<file path="src/rtl/branch_resolve_queue.sv">
// In-order queue of gshare predictions awaiting resolution. It pops on resolve, trains the
// predictor, and flushes younger entries plus emits recovery history on a mispredict.
module branch_resolve_queue #(
    parameter int unsigned PC_W   = 7,
    parameter int unsigned HIST_W = 7,
    parameter int unsigned DEPTH  = 8,
    parameter int unsigned CNT_W  = 4
) (
    input  logic              clk,
    input  logic              rst,
    input  logic              push_valid,
    output logic              push_ready,
    input  logic [PC_W-1:0]   push_pc,
    input  logic              push_taken,
    input  logic [HIST_W-1:0] push_history,
    input  logic              resolve_valid,
    input  logic              resolve_taken,
    output logic              train_valid,
    output logic [PC_W-1:0]   train_pc,
    output logic              train_taken,
    output logic              mispredict,
    output logic [HIST_W-1:0] recover_history,
    output logic [CNT_W-1:0]  count,
    output logic              empty,
    output logic              full,
    output logic              underflow_err
);

    localparam int unsigned AW = (DEPTH > 1) ? $clog2(DEPTH) : 1;

    logic [PC_W-1:0]   pc_mem   [DEPTH];
    logic [HIST_W-1:0] hist_mem [DEPTH];
    logic [DEPTH-1:0]  taken_mem;

    logic [AW-1:0]     rd_ptr_q, rd_ptr_d;
    logic [AW-1:0]     wr_ptr_q, wr_ptr_d;
    logic [CNT_W-1:0]  count_q, count_d;

    logic              train_valid_q;
    logic [PC_W-1:0]   train_pc_q;
    logic              train_taken_q;
    logic              mispredict_q;
    logic [HIST_W-1:0] recover_history_q;
    logic              underflow_q;

    logic push_fire;
    logic pop_fire;
    logic mis;

    assign empty      = (count_q == '0);
    assign full       = (count_q == CNT_W'(DEPTH));
    assign push_ready = !full;
    assign push_fire  = push_valid && push_ready;
    assign pop_fire   = resolve_valid && !empty;
    assign mis        = pop_fire && (taken_mem[rd_ptr_q] != resolve_taken);

    always_comb begin
        rd_ptr_d = rd_ptr_q;
        wr_ptr_d = wr_ptr_q;
        count_d  = count_q;
        if (mis) begin
            // Fetch is being redirected: drop every younger entry and any same-cycle push.
            rd_ptr_d = rd_ptr_q + AW'(1);
            wr_ptr_d = rd_ptr_q + AW'(1);
            count_d  = '0;
        end else begin
            if (push_fire) begin
                wr_ptr_d = wr_ptr_q + AW'(1);
            end
            if (pop_fire) begin
                rd_ptr_d = rd_ptr_q + AW'(1);
            end
            unique case ({push_fire, pop_fire})
                2'b10:   count_d = count_q + CNT_W'(1);
                2'b01:   count_d = count_q - CNT_W'(1);
                default: count_d = count_q;
            endcase
        end
    end

    // Entry storage carries no reset; occupancy alone decides validity.
    always_ff @(posedge clk) begin
        if (!rst && push_fire && !mis) begin
            pc_mem[wr_ptr_q]    <= push_pc;
            hist_mem[wr_ptr_q]  <= push_history;
            taken_mem[wr_ptr_q] <= push_taken;
        end
    end

    always_ff @(posedge clk) begin
        if (rst) begin
            rd_ptr_q          <= '0;
            wr_ptr_q          <= '0;
            count_q           <= '0;
            train_valid_q     <= 1'b0;
            train_pc_q        <= '0;
            train_taken_q     <= 1'b0;
            mispredict_q      <= 1'b0;
            recover_history_q <= '0;
            underflow_q       <= 1'b0;
        end else begin
            rd_ptr_q      <= rd_ptr_d;
            wr_ptr_q      <= wr_ptr_d;
            count_q       <= count_d;
            train_valid_q <= pop_fire;
            mispredict_q  <= mis;
            underflow_q   <= underflow_q || (resolve_valid && empty);
            if (pop_fire) begin
                train_pc_q        <= pc_mem[rd_ptr_q];
                train_taken_q     <= resolve_taken;
                recover_history_q <= {hist_mem[rd_ptr_q][HIST_W-2:0], resolve_taken};
            end
        end
    end

    assign train_valid     = train_valid_q;
    assign train_pc        = train_pc_q;
    assign train_taken     = train_taken_q;
    assign mispredict      = mispredict_q;
    assign recover_history = recover_history_q;
    assign count           = count_q;
    assign underflow_err   = underflow_q;

endmodule

</file>
<file path="config.mk">
export PLATFORM = sky130hd
export DESIGN_NAME = branch_resolve_queue
export DESIGN_NICKNAME = d
export VERILOG_FILES = /design/src/rtl/branch_resolve_queue.sv
export SDC_FILE = /design/constraint.sdc
export NUM_CORES = 1
export LEC_CHECK = 0
export BUFFER_PORTS_ARGS = -buffer_cell sky130_fd_sc_hd__buf_2
export CAP_MARGIN = 20
export CORE_MARGIN = 2
export CORE_UTILIZATION = 37
export DETAILED_ROUTE_END_ITERATION = 16
export PLACE_DENSITY = 0.66
export RECOVER_POWER = 50
export SYNTH_ARGS = -nofsm -noshare
export SYNTH_HDL_FRONTEND = slang
export SYNTH_SLANG_ARGS = --single-unit
</file>
<file path="constraint.sdc">
create_clock -name clk -period 4.1 [get_ports clk]
set_input_delay 0.82 -clock clk [delete_from_list [all_inputs] [get_ports clk]]
set_output_delay 0.82 -clock clk [all_outputs]
set_load 0.01 [all_outputs]
</file>
# ---- Word level (Yosys, flattened, before mapping)
# Memories as Yosys holds them, arrays and structs flattened. A register that Yosys moved wholly into a read port is not among the register bits.
# Index checks and enable logic that the tools add are counted.
dict set report totals {
  ff_bits 29
  n_memories 2
  in_bits 20
  ramBits 112
}
# name depth word_bits read_ports rd_clocked_by_memory_dff write_ports line
set memory_table {}
lappend memory_table {hist_mem 8 7 1 1 1 32} ;# logic [HIST_W-1:0] hist_mem [DEPTH];
lappend memory_table {pc_mem 8 7 1 1 1 31} ;# logic [PC_W-1:0] pc_mem [DEPTH];
dict set report classes {
  n_lt_le_gt_ge 3
  n_mux 12
  n_reduce_logical 17
  n_eq_ne 4
  addsub 4
}
# operator n
set ops {}
lappend ops {{3-bit 2-to-1 mux} 4}
lappend ops {{8-bit bitwise mux} 1}
lappend ops {{3-bit by 4-bit less-than comparator with 1-bit output (second input constant)} 2}
lappend ops {{4-bit case mux with 2 select lines} 1}
lappend ops {{1-bit logical AND} 7}
lappend ops {{3-bit by 1-bit adder with 3-bit output (second input constant)} 2}
lappend ops {{2-bit nonzero test} 3}
lappend ops {{4-bit by 1-bit adder with 4-bit output (second input constant)} 1}
lappend ops {{4-bit == test (second input constant)} 1}
lappend ops {{1-bit zero test} 4}
lappend ops {{4-bit zero test} 1}
lappend ops {{1-bit 2-to-1 mux} 4}
lappend ops {{4-bit by 1-bit subtractor with 4-bit output (second input constant)} 1}
lappend ops {{1-bit binary-select mux with 3-bit select} 1}
lappend ops {{1-bit demux with 3-bit select} 1}
lappend ops {{3-bit by 1-bit greater-or-equal comparator with 1-bit output (second input constant)} 1}
lappend ops {{2-bit by 1-bit == test with 1-bit output (second input constant)} 1}
lappend ops {{2-bit == test (second input constant)} 1}
lappend ops {{2-bit OR reduction} 1}
lappend ops {{1-bit logical OR} 1}
lappend ops {{1-bit != test} 1}

# ---- Longest topological paths before layout
# Gate-level depths: netlist of the first run.
dict set report logic_depth {
  word_depth 8
  mapped_depth 13
  depth_no_buf 11
}

# ---- Worst setup path before layout of the first run
# OpenSTA, ideal clock, no wires.
dict set report synth_path {
  path_kind {reg2reg}
  startpoint {register count_q[1], in the netlist count[1]}
  endpoint {memory hist_mem[0][0], enable pin}
  period_less_slack_ns 3.082
  t_arrival_ns 2.679
  path_stages_with_launch 8
  path_slack_ns 1.018
  n_path_buf 1
  path_cell_list {dfxtp_1 > clkbuf_1 > o41ai_2 > inv_1 > and2_1 > mux2i_4 > nand3_2 > nor3_1}
}
dict set report synth_between {
  elab_chain_len 8
  elab_cells_between_ends 12
  classes_between {eq/ne (1); mux (2); reduce/logical (9)}
}
# item line
set synth_lines {}
lappend synth_lines {{from (decl)} 37} ;# logic [CNT_W-1:0] count_q, count_d;
lappend synth_lines {{from (signal assigned)} 104} ;# count_q <= count_d;
lappend synth_lines {{4-bit zero test} 50} ;# assign empty = (count_q == '0);
lappend synth_lines {{1-bit zero test} 54} ;# assign pop_fire = resolve_valid && !empty;
lappend synth_lines {{1-bit logical AND} 54}
lappend synth_lines {{1-bit logical AND} 55} ;# assign mis = pop_fire && (taken_mem[rd_ptr_q] != resolve_taken);
lappend synth_lines {{1-bit zero test} 83} ;# if (!rst && push_fire && !mis) begin
lappend synth_lines {{1-bit logical AND (*)} 83}
lappend synth_lines {{1-bit 2-to-1 mux (*)} 83}
lappend synth_lines {{1-bit 2-to-1 mux (implied by the code) (*)} 85} ;# hist_mem[wr_ptr_q] <= push_history;
lappend synth_lines {{to (decl)} 32}
# Mark *: on every way between the ends. The rest lies on a longest branch, timed or not.

# ---- Final worst setup path of the first run
dict set report layout_path {
  startpoint {register count_q[0], in the netlist count[0]}
  endpoint {memory hist_mem[5][2], enable pin}
}
# The elaborated chain is that of the path after synthesis.

==> metrics, run 1 <==
I/O Buffers 43; Slew Limit Fails 0; CP Cell Sequence o41ai_1 > inv_1 > and2_0 > mux2i_4 > nand3_2 > nor2_1 > buf_4; static leakage 2.101 nW; ys flop type edfxtp_1; worst vdd ir between 0.0003 and 0.0004 V; Die Span X 124.9 microns; # placed instances between 500 and 600; die height approximately 120 microns; post-synthesis cell area 5411 sq um; GP Congestion 0.7148; Min-Delay Path Class reg -> reg; Worst Skew between 0.008 and 0.009 ns; Slew HR a little over two fifths; Synth cell types 31; Post-synth EDFFs between 100 and 150; mux cell area share after synthesis around 15%; Setup WS post-layout a little over 0.9 ns; IO Pins 45; most frequent cell after synthesis edfxtp_1; Initial Util a little under two fifths; Fmax ~320 MHz; fin crit share approximately 77%; full die area about 16000 sq um; Synth top area share 62.15%; crit-path max FO 9; status complete, no violations; complex-gate fraction of the synthesized area ~3.1%; cell taking the most area after synthesis edfxtp_1; P&R area growth vs syn 18.68%; post-CTS setup buffer count 0; Post-DP HPWL around 6100 microns; Critical path buffers and inverters 2; Arr. time, crit path 3.29 ns; max cap viols 0; WP data required 4.22 ns; latest clock arrival within the worst-skew pair around 0.41 ns; Pwr Density about 660 nW/um^2; Setup WS pre-CTS 1.145 ns; Crit-path slowest cell o41ai_1; num rows 44; Worst-path clk slew about 0.06 ns; post-synthesis simple-gate area fraction 4.925%; total gr overflow 0; post_cts resized 0; sequential share of the synthesized area 72.14%; CTS Sinks roughly 140; CTS Buf Count 17; synth top area cells edfxtp_1, mux4_2, dfxtp_1, mux2i_1, nor2_1; routed len/inst roughly 18 microns; DRT iter0 DRCs 129; Antenna Cells 0; fin cells roughly 560; CTS Buffer Depth 2; Post-layout nets slightly below 400; Tightest Pin Transition 0.8388 ns; Cells after Synth 300; DR vias/cell roughly 5; initial antenna violation count 0; fin util 44.53%; Slowest Stage Delay on Critical Path 0.82 ns; most frequent cells after synthesis edfxtp_1, nor2_1, dfxtp_1, mux4_2, mux2i_1; final wirelength ~10000 microns; area of the multi-input gates 1415 sq um; largest family of logic cells by synthesized area multiplexers; Crit path max-delay family simple AND/OR/NAND/NOR gates; FF+latch area 3905 sq um; hold_buf cts 0; H-tree depth 4; RSZ-0062 raised after global routing no; YS warnings 0; area share of fa/ha/maj cells after synthesis under 10%; post-route minimum period between 3 and 4 ns; Filler cells between 1000 and 1500; final hold viol count 0; GRT Overall Usage between 10% and 20%; Routed Antenna Nets 0; Final TNS setup 0 ns; crit path launch type register; via count about 2800; Final setup viols 0; first-pass GRT wire length about 16000 microns; largest net degree at the start of global routing 32; Crit. End Element register; drt drc 0; CTS tree done; Net Count, Synth approximately 330; vias in the first global route roughly 2900; CTS Root Cell clkbuf_16; kind of critical path reg -> reg; Post-Synth XOR/XNOR Area 1.618%; FFs w/ async S/R, synth 0%; #FFs+latches synth ~140; mean post-synth cell area around 18 sq um; DR pass1 iterations 4; Core Box Area between 10000 and 15000 sq um; fraction of layout cells with a size suffix above 1 22.25%
metal layers:
| metal | vias up | track usage, % | wire length, microns |
|---|---|---|---|
| met5 | - | 0 | 0 |
| met4 | 0 | 5.948 | 199 |
| met3 | 17 | 4.621 | 680 |
| met2 | 76 | 22.53 | 5062 |
| met1 | 1408 | 17.48 | 4313 |
| li1 | 1294 | - | - |
logic make-up after synthesis:
logic type,after synthesis
DFF,139
adders and majority gates,5
buffers and inverters,20
AOI/OAI and AO/OA,23
and+or+nand+nor,55
muxes,48
xor gates and xnor gates,10
path summary, 6_finish.rpt:
| path | startpoint | endpoint | slack, ns | cells after the start |
|---|---|---|---|---|
| max reg2reg | count[0]$_SDFFE_PP0P_ | hist_mem[5][2]$_DFFE_PP_ | 0.93 | 7 |
| min reg2reg | underflow_err$_SDFF_PP0_ | underflow_err$_SDFF_PP0_ | 0.46 | 2 |
| max | count[0]$_SDFFE_PP0P_ | hist_mem[5][2]$_DFFE_PP_ | 0.93 | 7 |
| min | underflow_err$_SDFF_PP0_ | underflow_err$_SDFF_PP0_ | 0.46 | 2 |
final cells by class:
cell class                      count  share of cell area [%]
Sequential cell                   139                   60.80
Multi-Input combinational cell    141                   22.03
Clock buffer                       24                   7.500
Timing Repair Buffer               58                   4.461
Tap cell                          184                   3.585
Clock inverter                      8                   1.442
Inverter                            3                  0.1753
flip-flops by register name, summed over array words and instances, names as in the netlist:
register,cells
underflow_err,1
wr_ptr_q,3
recover_history,7
hist_mem,48
train_pc,7
pc_mem,56
count,4
rd_ptr_q,3
taken_mem,8
train_valid,1
mispredict,1
worst min-delay path: stages (launching register included):
cell,delay (ns)
dfxtp_1,0.32
a21oi_1,0.04
nor2_1,0.06
through the flow:
stage / total power, mW / instance area, sq um / hold WS, ns
final: 4.271 / 6422 / 0.4642
after CTS: 4.351 / 6471 / 0.4674
after detailed placement: 2.875 / 5897 / 0.4540
after global placement: 2.846 / 5897 / 0.4464
after global routing: 4.502 / 6422 / 0.5274
after floorplan: 2.569 / 5411 / 0.5022
placed cells by master (no fill, tap or decap), types with 2 or more instances in the layout:
master	Yosys	layout
dfxtp_1	27	26
clkbuf_16	0	17
clkbuf_8	0	3
clkbuf_1	11	37
mux4_2	27	27
a21oi_1	5	5
bufinv_16	0	2
mux2i_1	19	19
inv_1	3	3
xor2_1	7	7
nand2b_1	5	5
xnor2_1	3	3
nand2_1	5	5
nor2_1	35	35
nor3_2	1	2
a211oi_1	16	16
clkinv_1	0	3
buf_2	3	10
buf_4	1	15
edfxtp_1	112	112
ha_1	5	5
power by group:
| part | leakage (nW) | total (mW) | internal, mW | switching [mW] |
|---|---|---|---|---|
| clock | 0.277 | 1.47 | 0.936 | 0.531 |
| sequential | 1.23 | 1.81 | 1.70 | 0.111 |
| combinational | 0.591 | 0.988 | 0.449 | 0.539 |
| total | 2.10 | 4.27 | 3.09 | 1.18 |
No activity file was read; power rests on OpenSTA's default activity.
==> run 2: changes to the inputs <==
==> constraint.sdc (replaced) <==
create_clock -name clk -period 3 [get_ports clk]
set_input_delay 0.6 -clock clk [delete_from_list [all_inputs] [get_ports clk]]
set_output_delay 0.6 -clock clk [all_outputs]
set_load 0.01 [all_outputs]
==> run 2 against run 1 <==
  * Final area is 1.5% higher
  * Final cell count is 0.90% higher
  * Non-clock buffer count is 5 higher
  * Die area stayed put
  * Sequential power is 37% higher
  * Largest cell class unchanged
  * Core utilization is 0.65 points higher
  * Fmax is 20% higher
  * Setup slack worse by 0.58 ns
  * Wire length is 3.8% lower
==> metrics, run 2 (same netlist as run 1, synthesis figures left out) <==
status complete, no violations; I/O Buffers 43 (unchanged); Antenna Cells 0 (unchanged); CTS Root Cell clkbuf_16; CTS Buffer Depth 2 (unchanged); post-CTS setup buffer count 0 (unchanged); # placed instances 530 (+0.95%); vias in the first global route 2925 (+0.83%); DR vias/cell 4.975 (-0.85%); fin util 45.18% (+0.65 points); IO Pins 45 (unchanged); met2 Use GR 22.24% (-0.29 points); static leakage 2.137 nW (+1.7%); Post-DP HPWL 6237 microns (+2.4%); Post-Place Cell Area 5934 sq um (+0.64%); Setup WS pre-CTS 0.3323 ns (-0.8129 ns); fraction of layout cells with a size suffix above 1 22.75% (+0.50 points); via count 2796 (+0.036%); most common cell after layout, fill and taps aside edfxtp_1; met3 usage 3.979% (-0.64 points); Final setup viols 0 (unchanged); Setup WS post-layout 0.3463 ns (-0.5813 ns); Die Span X 124.9 microns (unchanged); CTS tree done; RSZ-0062 raised after global routing no; Worst-path clk slew 0.06 ns (about the same); Routed Antenna Nets 0 (unchanged); routed len/inst 17.56 microns (-4.6%); post-route minimum period 2.654 ns (-0.5187 ns); Pwr Density 928.6 nW/um^2 (+40%); most frequent cells in the layout edfxtp_1, clkbuf_1, nor2_1; biggest regs pc_mem x56, hist_mem x48, taken_mem x8; latest clock arrival within the worst-skew pair 0.41 ns (about the same); P&R area growth vs syn 20.42%; total gr overflow 0 (unchanged); GRT Overall Usage 13.50% (-0.48 points); final hold viol count 0 (unchanged); Hold Startpoint resolve_valid; full die area 15610 sq um (unchanged); Slew HR 61.09% (+18 points); Core Box Area 14420 sq um (unchanged); Crit. End Element register; fin crit share 88.46% (+11 points); drt drc 0 (unchanged); GR Layer Usage met1 16.94% (-0.53 points); max cap viols 0 (unchanged); fin cells 562 (+0.90%); Reg with most FFs pc_mem; post_cts resized 0 (unchanged); Fmax 376.8 MHz (+20%); max reg flops 56 (unchanged); hold_buf cts 0 (unchanged); num rows 44 (unchanged); CTS Buf Count 17 (unchanged); WP data required 3.31 ns (-0.91 ns); Final TNS setup 0 ns (unchanged); crit-path max FO 18 (+9); area of the multi-input gates 1423 sq um (+0.53%); Initial Util 37.52% (unchanged); DR pass1 iterations 4 (unchanged); die height 124.9 microns (unchanged); FF-to-FF Start count[0]$_SDFFE_PP0P_; post-route cell area 6516 sq um (+1.5%); Filler cells 1273 (+0.71%); final wirelength 9867 microns (-3.8%); CTS Sinks 139 (unchanged); kind of critical path reg -> reg; first-pass GRT wire length 15820 microns (-2.4%); Critical Path Start count[0]$_SDFFE_PP0P_; GP Congestion 0.7338 (+2.7%); crit path launch type register; Min-Delay Path Class in -> reg; worst vdd ir 0.0004243 V (+40%); initial antenna violation count 0 (unchanged); Post-layout nets 390 (+1.3%); Worst Skew 0.006521 ns (-0.001872 ns); Slew Limit Fails 0 (unchanged); FF+latch area 3905 sq um (unchanged); H-tree depth 4 (unchanged); Tightest Pin Transition 0.5836 ns (-0.2552 ns); largest net degree at the start of global routing 30 (-6.3%); layer carrying the most global-route usage met2; DRT iter0 DRCs 184 (+43%); Arr. time, crit path 2.96 ns (-0.33 ns)
## run 2: cell types whose count changed in the layout (fill, tap and decap cells not counted), sizes merged
cell / delta
clkbuf: -1
buf: +1
clkinvlp: +1
bufinv: +3
inv: +1
## run 2: path summary, 6_finish.rpt
check                                                end  slack (ns)  cells after the start
worst min-delay path            underflow_err$_SDFF_PP0_        0.44                      3
worst max register to register     count[2]$_SDFFE_PP0P_        0.35                     11
worst max-delay path               count[2]$_SDFFE_PP0P_        0.35                     11
worst min register to register  underflow_err$_SDFF_PP0_        0.47                      2
## run 2: report_power, final
group	switching (mW)	internal (mW)	leakage, nW
combinational	0.738	0.629	0.606
sequential	0.154	2.33	1.23
clock	0.737	1.46	0.298
total	1.63	4.42	2.14
## run 2: critical path, stage by stage, from the launching register on
cell	delay (ns)
dfxtp_1	0.40
o41ai_2	0.55
inv_1	0.15
buf_4	0.24
ha_1	0.28
xor2_1	0.17
ha_1	0.20
a21oi_1	0.15
xor2_1	0.16
nor2_1	0.06
xnor2_1	0.13
nor2_1	0.06
## run 2: layer usage
layer  part of all wire [%]  wire, microns
met3                    4.5            447
met1                     44           4380
met4                    1.2            123
met5                      0              0
met2                     50           4915
## run 2: final cells by class
type / count / area share (%)
Inverter: 3 / 0.1728
Sequential cell: 139 / 59.93
Multi-Input combinational cell: 141 / 21.83
Tap cell: 184 / 3.533
Clock buffer: 19 / 6.644
Clock inverter: 13 / 3.034
Timing Repair Buffer: 63 / 4.858
## run 2: per-stage QoR
stage          power [mW]  hold WS, ns
5_1_grt             6.336       0.4617
2_1_floorplan       3.513       0.5022
3_3_place_gp        3.905       0.4467
4_1_cts             6.164       0.4346
3_5_place_dp        3.956       0.4651
6_report            6.051       0.4424
==> run 3: changes to the inputs <==
--- a/config.mk
+++ b/config.mk
@@ -8,9 +8,9 @@
 export BUFFER_PORTS_ARGS = -buffer_cell sky130_fd_sc_hd__buf_2
 export CAP_MARGIN = 20
 export CORE_MARGIN = 2
-export CORE_UTILIZATION = 37
+export CORE_UTILIZATION = 59
 export DETAILED_ROUTE_END_ITERATION = 16
-export PLACE_DENSITY = 0.66
+export PLACE_DENSITY = 0.91
 export RECOVER_POWER = 50
 export SYNTH_ARGS = -nofsm -noshare
 export SYNTH_HDL_FRONTEND = slang
==> run 3 against run 2 <==
  * Die area decreased by 36%
  * Clock power down 3%
  * Final cell count down 14%
  * Sequential power hardly changed
  * Fmax decreased by 2.9%
  * Critical path depth down 4
  * Core utilization increased by 28 points
  * Non-clock buffer count is the same
  * First-iteration DRC count fell by 1.6%
  * Sequential share of layout area up 0.88 points
  * Total power down 0.13%
  * Clock skew grew 0.0031 ns
  * Highest routed layer unchanged
==> metrics, run 3 (same netlist as run 1, synthesis figures left out) <==
Slew Limit Fails 0 (unchanged); via count 2961 (+5.9%); worst vdd ir 0.0004880 V (+15%); post-CTS setup buffer count 0 (unchanged); DR vias/cell 6.093 (+22%); status complete, no violations; Initial Util 61.45% (+24 points); max reg flops 56 (unchanged); crit path launch type register; most common cell after layout, fill and taps aside edfxtp_1; hold_ws 0.3400 ns (-0.1024 ns); full die area 9954 sq um (-36%); Core Box Area 8806 sq um (-39%); IO Pins 45 (unchanged); static leakage 2.142 nW (+0.23%); crit-path max FO 12 (-6); Pwr Density 941.0 nW/um^2 (+1.3%); P&R area growth vs syn 18.68%; WP data required 3.23 ns (-0.08 ns); DR pass1 iterations 4 (unchanged); post-route cell area 6422 sq um (-1.4%); most frequent cells in the layout edfxtp_1, clkbuf_1, nor2_1; Arr. time, crit path 2.96 ns (about the same); total gr overflow 0 (unchanged); routed len/inst 22.70 microns (+29%); Fmax 366.1 MHz (-2.9%); biggest regs pc_mem x56, hist_mem x48, taken_mem x8; CTS Root Cell clkbuf_8; num rows 34 (-23%); area of the multi-input gates 1423 sq um (unchanged); total internal power 4.316 mW (-2.4%); clock power share 35.5% (-0.9 points); Min-Delay Path Class in -> reg; Routed Antenna Nets 0 (unchanged); post_cts resized 0 (unchanged); first-pass GRT wire length 16880 microns (+6.7%); Setup WS post-layout 0.2682 ns (-0.07807 ns); Tightest Pin Transition 0.5531 ns (-0.03054 ns); Post-DP HPWL 6227 microns (-0.15%); Setup WS pre-CTS 0.2814 ns (-0.05090 ns); drt drc 0 (unchanged); GP Congestion 0.8080 (+10%); CTS Buffer Depth 2 (unchanged); final wirelength 11030 microns (+12%); CTS Sinks 139 (unchanged); FF+latch area 3905 sq um (unchanged); Final setup viols 0 (unchanged); Worst-path clk slew 0.06 ns (about the same); Crit. End Element register; post-route minimum period 2.732 ns (+0.07807 ns); switching power 1.728 mW (+6.0%); CTS Buf Count 17 (unchanged); Flop pwr share 41.2% (+0.2 points); Post-layout nets 390 (unchanged); CTS tree done; kind of critical path reg -> reg; Slew HR 63.13% (+2.0 points); die height 99.77 microns (-20%); worst reg-to-reg path cell count 7 (-4); Post-Place Cell Area 5852 sq um (-1.4%); Antenna Cells 0 (unchanged); r2r setup slk 0.27 ns (-0.08 ns); initial antenna violation count 0 (unchanged); RSZ-0062 raised after global routing no; hold_buf cts 0 (unchanged); Worst Skew 0.009582 ns (+0.003061 ns); fin crit share 91.06% (+2.6 points); Sw Share 28.59% (+1.7 points); Reg with most FFs pc_mem; max cap viols 0 (unchanged); fraction of layout cells with a size suffix above 1 24.60% (+1.9 points); largest net degree at the start of global routing 30 (unchanged); hold path depth 3 (unchanged); H-tree depth 4 (unchanged); GRT Overall Usage 24.13% (+11 points); I/O Buffers 43 (unchanged); Final TNS setup 0 ns (unchanged); final hold viol count 0 (unchanged); vias in the first global route 3061 (+4.6%); DRT iter0 DRCs 181 (-1.6%); Die Span X 99.77 microns (-20%); Filler cells 530 (-58%); combinational share of power 23.4% (+0.8 points); latest clock arrival within the worst-skew pair 0.53 ns (+0.12 ns)
run 3: cell count changes in the layout (fill, tap and decap cells not counted), sizes merged:
cell	previous run	this run
buf	26	28
bufinv	5	4
clkbuf	56	53
clkinvlp	2	3
inv	4	5
run 3: metrics by stage:
step / utilization (%) / total power, mW / instances
2_1_floorplan: - / 3.513 / 300
3_3_place_gp: 66.45 / 3.869 / 454
3_5_place_dp: 66.45 / 3.943 / 454
4_1_cts: 73.43 / 6.109 / 486
5_1_grt: 72.93 / 6.300 / 486
6_report: 72.93 / 6.043 / 486
run 3: final timing paths:
kind	start	to
hold reg to reg	underflow_err$_SDFF_PP0_	underflow_err$_SDFF_PP0_
setup / recovery	count[0]$_SDFFE_PP0P_	pc_mem[4][4]$_DFFE_PP_
setup reg to reg	count[0]$_SDFFE_PP0P_	pc_mem[4][4]$_DFFE_PP_
hold / removal	resolve_valid	underflow_err$_SDFF_PP0_
run 3: area by class of cell:
class	instances	share of cell area, %
sequential	139	60.80
multi-input combinational	141	22.15
clock buffer	18	6.507
timing repair buffer	63	5.202
clock inverter	14	3.059
tap	108	2.104
inverter	3	0.1753
run 3: per-layer routing:
metal / part of all wire, % / track usage (%) / vias up
met5: 0 / 0 / -
met2: 52 / 41.06 / 123
li1: - / - / 1306
met1: 40 / 29.13 / 1507
met3: 5.5 / 6.616 / 25
met4: 3.0 / 10.75 / 0
run 3: critical path, cell delays in order (launching register included):
cell and delay, ns:
dfxtp_1 0.40, o41ai_2 0.56, inv_1 0.29, and2_1 0.27, mux2i_4 0.20, nand3_2 0.15
nor2_1 0.36, buf_12 0.20
run 3: power by group through the flow:
stage | Combinational (mW) | Clock (mW) | Sequential (mW)
2_1_floorplan | 0.977 | 0 | 2.54
3_3_place_gp | 1.37 | 0 | 2.50
3_5_place_dp | 1.43 | 0 | 2.52
4_1_cts | 1.46 | 2.16 | 2.49
5_1_grt | 1.54 | 2.24 | 2.52
6_report | 1.41 | 2.14 | 2.49
